<file path="config.mk">
export PLATFORM = sky130hd
export DESIGN_NAME = binary_counter_param_load
export DESIGN_NICKNAME = d
export VERILOG_FILES = /design/src/rtl/binary_counter_param_load.sv
export SDC_FILE = /design/constraint.sdc
export NUM_CORES = 1
export LEC_CHECK = 0
export ABC_AREA = 1
export CAP_MARGIN = 0
export CORE_ASPECT_RATIO = 0.75
export CORE_MARGIN = 1.5
export CORE_UTILIZATION = 35
export CTS_CLUSTER_SIZE = 40
export DETAILED_ROUTE_END_ITERATION = 8
export SLEW_MARGIN = 20
export SYNTH_ARGS = -nofsm -noshare
export SYNTH_HDL_FRONTEND = slang
export SYNTH_SLANG_ARGS = --single-unit
</file>
<file path="constraint.sdc">
create_clock -name clk -period 2.2 [get_ports clk]
set_input_delay 0.33 -clock clk [delete_from_list [all_inputs] [get_ports clk]]
set_output_delay 0.33 -clock clk [all_outputs]
set_load 0.02 [all_outputs]
</file>
<file path="src/rtl/binary_counter_param_load.sv">
// Parametrised up/down counter with parallel load, programmable terminal value
// and wrap/saturate behaviour; cascades through cin/c_out.
module binary_counter_param_load #(
  parameter int          WIDTH     = 8,
  parameter int unsigned MAX_VALUE = 2**WIDTH - 1,
  parameter bit          SATURATE  = 1'b0
) (
  input  logic             clk,
  input  logic             clear,
  input  logic             sclr,
  input  logic             load,
  input  logic [WIDTH-1:0] data_in,
  input  logic             count,
  input  logic             up_dn,
  input  logic             cin,
  output logic [WIDTH-1:0] count_out,
  output logic             c_out,
  output logic             tc_pulse,
  output logic             sat_flag
);

  localparam logic [WIDTH-1:0] MAX_V = WIDTH'(MAX_VALUE);
  localparam logic [WIDTH-1:0] ONE   = WIDTH'(1);

  logic step;
  logic at_max;
  logic at_zero;
  logic at_bound;

  assign step     = count & cin & ~load & ~sclr;
  assign at_max   = (count_out == MAX_V);
  assign at_zero  = (count_out == '0);
  assign at_bound = up_dn ? at_max : at_zero;
  // Combinational so the next cascaded stage steps on the same edge.
  assign c_out    = step & at_bound;

  always_ff @(posedge clk or posedge clear) begin
    if (clear) begin
      count_out <= '0;
      tc_pulse  <= 1'b0;
      sat_flag  <= 1'b0;
    end else if (sclr) begin
      count_out <= '0;
      tc_pulse  <= 1'b0;
      sat_flag  <= 1'b0;
    end else if (load) begin
      count_out <= (data_in > MAX_V) ? MAX_V : data_in;
      tc_pulse  <= 1'b0;
      sat_flag  <= 1'b0;
    end else if (step) begin
      tc_pulse <= 1'b0;
      if (at_bound) begin
        if (SATURATE) begin
          sat_flag <= 1'b1;
        end else begin
          count_out <= up_dn ? '0 : MAX_V;
          tc_pulse  <= 1'b1;
        end
      end else begin
        count_out <= up_dn ? count_out + ONE : count_out - ONE;
      end
    end else begin
      tc_pulse <= 1'b0;
    end
  end

endmodule

</file>
==> run metrics <==
pwr dens 562 nW/um^2; H-tree levels 1; HPWL after detailed placement 2180 um; initial antenna violation count 0; Internal 0.000443 W; DR WL/cell 11.9 um; vias per inst 4.59; Setup Crit Path Kind in -> reg; die area 2900 um^2; startpoint type of the worst setup path input pin; IO buf count 24; Clock Tree Buf Depth 2; Post-synth top flop dfrtp_1; Worst R2R Start count_out[0]; run status finished, final reports clean; fin util 55.8%; Num CTS Buffers 3; Max IR drop VDD 235 uV; Comb power frac 53.5%; Post-Syn Instances 145; # setup viols final 0; # rows 15; CP arrival 2.18 ns; CP max FO 6; syn_nets 167; first element of the critical path up_dn; post-detailed-route count of antenna-violating nets 0; DR top layer met4; Root Buffer clkbuf_4; vias in the first global route 923; Area growth syn-to-layout 45.8%; layout cell share with drive strength beyond 1 15.1%; P_sw 0.000298 W; period utilization 91.8%; hold bufs inserted after CTS 0; Fillers 253; max-slew violations 0; CTS tree built; clock-pin slew on the worst setup and hold paths 0.06 ns; largest net degree at the start of global routing 13; RSZ-0062 raised after global routing false; Hold Violations, Final 0; setup slack at placement -0.136 ns; Clock Power Share 17.4%; DR pass1 iterations 4; Synth area leaders dfrtp_1, nand2_1, ha_1; sequential share of power 29.1%; EDFF count, synth 0; num ports 26; Pleak 0.694 nW; GRT Total Usage 20.6%; total vias in the final route 1009; wl on met1 1320 um; # diodes 0; detailed-route DRC error count 0; most frequent cell after synthesis nand2_1; Placer Congestion 0.810; Netlist cell types 23; Clock Sink Count 9; number of synthesized register bits 9; sequential share of the synthesized area 24.9%; clk_skew 0.00352 ns; Synth Warn # 0; Crit path required time 2.36 ns; NumNets Final 209; Async SR Flop Fraction 100%; GRT overflow 0; global-route wire length before repair 4240 um; post-synth top area share 24.9%; worst skew pair latency 0.27 ns; area leader, netlist dfrtp_1; Core Box Area 2360 um^2; Final Critical Period 2.02 ns; die width 61.7 um; Mean Syn Cell Area 6.24 um^2; final setup margin 0.180 ns; die height 47.0 um; Peak Freq 0.495 GHz; hold crit path type in -> async; mapped cell area 905 um^2; met3 routed WL 132 um; crit end category register; Net Sw Frac 40.2%; max cap viols 0; routed length on met2 1150 um; Initial Util 38.3%; top cells by count, synth nand2_1, nor2_1, inv_1; final WL 2610 um; DRT iter0 DRCs 51
-- state kept, by name, indices dropped and copies added (netlist names) --
signal     flops
count_out      8
tc_pulse       1
-- placed cells by master (no fill, tap or decap) --
cell type and instances:
o211ai_1 1, nand2_2 2, buf_4 15, o21ai_0 3
nand3b_1 2, a21oi_1 2, dfrtp_1 9, nor2_4 3
inv_1 16, clkbuf_4 3, clkbuf_1 1, a21oi_2 1
nand2_1 56, conb_1 1, inv_2 3, ha_1 6
dlygate4sd2_1 1, xnor2_1 3, nand3_1 9, or2_1 2
o22ai_1 2, fa_1 1, nor2_1 17, clkdlybuf4s50_1 23
nor4_1 2, o21ai_2 1, xor2_1 1
-- cells by family after synthesis --
kind of cell    after synthesis  synth area share, %
xor+xnor                      4                 3.87
simple gates                 93                 44.5
flops                         9                 24.9
other cells                   1                0.415
compound gates               10                 6.50
fa+ha+maj                     7                 10.5
buf+inv                      21                 9.27
-- timing repair --
item	CTS	global route
buffers inserted	0	0
resized for setup	1	2
endpoints found under the setup margin	1	2
endpoints found under the hold margin	0	0
-- power by group through the flow --
stage / registers [W] / logic [W] / clock network (W)
global route: 0.000218 / 0.000444 / 0.000145
finish: 0.000215 / 0.000397 / 0.000129
detailed placement: 0.000219 / 0.000392 / 0
CTS: 0.000216 / 0.000394 / 0.000134
global placement: 0.000217 / 0.000383 / 0
floorplan: 0.000234 / 0.000207 / 0
-- worst paths after layout --
check	endpoint	slack (ns)	cells after the start
hold / removal	count_out[2]	0.34	2
hold reg to reg	count_out[5]	0.59	2
setup reg to reg	count_out[6]	0.40	13
min in group clk	count_out[5]	0.59	2
max in group asynchronous	count_out[0]	1.61	2
setup / recovery	count_out[7]	0.18	14
-- area by class of cell --
cell class | instances | area, um^2 | share of cell area [%]
clock buffer | 4 | 26.3 | 1.99
inverter | 19 | 71.3 | 5.41
multi-input combinational | 115 | 602 | 45.6
sequential | 9 | 225 | 17.1
tap | 34 | 42.5 | 3.23
timing repair buffer | 39 | 352 | 26.7
-- metal layers --
layer  vias to the layer above  track usage, %
li1                        534               -
met1                       448            29.7
met2                        24            32.0
met3                         3            5.23
met4                         0            2.55
met5                         -               0
-- per-stage QoR --
stage	cell area [um^2]	instances	total power [W]	hold slack, ns	setup TNS (ns)
6_report	1320	220	0.000741	0.337	0
4_1_cts	1310	220	0.000743	0.345	0
3_3_place_gp	1290	216	0.000600	0.567	-0.361
3_5_place_dp	1290	216	0.000610	0.585	-0.434
2_1_floorplan	905	145	0.000441	0.158	0
5_1_grt	1320	220	0.000807	0.358	0
-- worst max-delay path, stage by stage --
cell,delay [ns]
clkdlybuf4s50_1,0.50
inv_1,0.06
buf_4,0.16
ha_1,0.34
nand2_1,0.13
inv_1,0.06
a21oi_2,0.16
nand2_1,0.07
nand2_1,0.06
nand3_1,0.06
nand2_1,0.07
nand2_1,0.05
nand2_1,0.08
nand2_1,0.05
(Power assumes the default switching activity.)
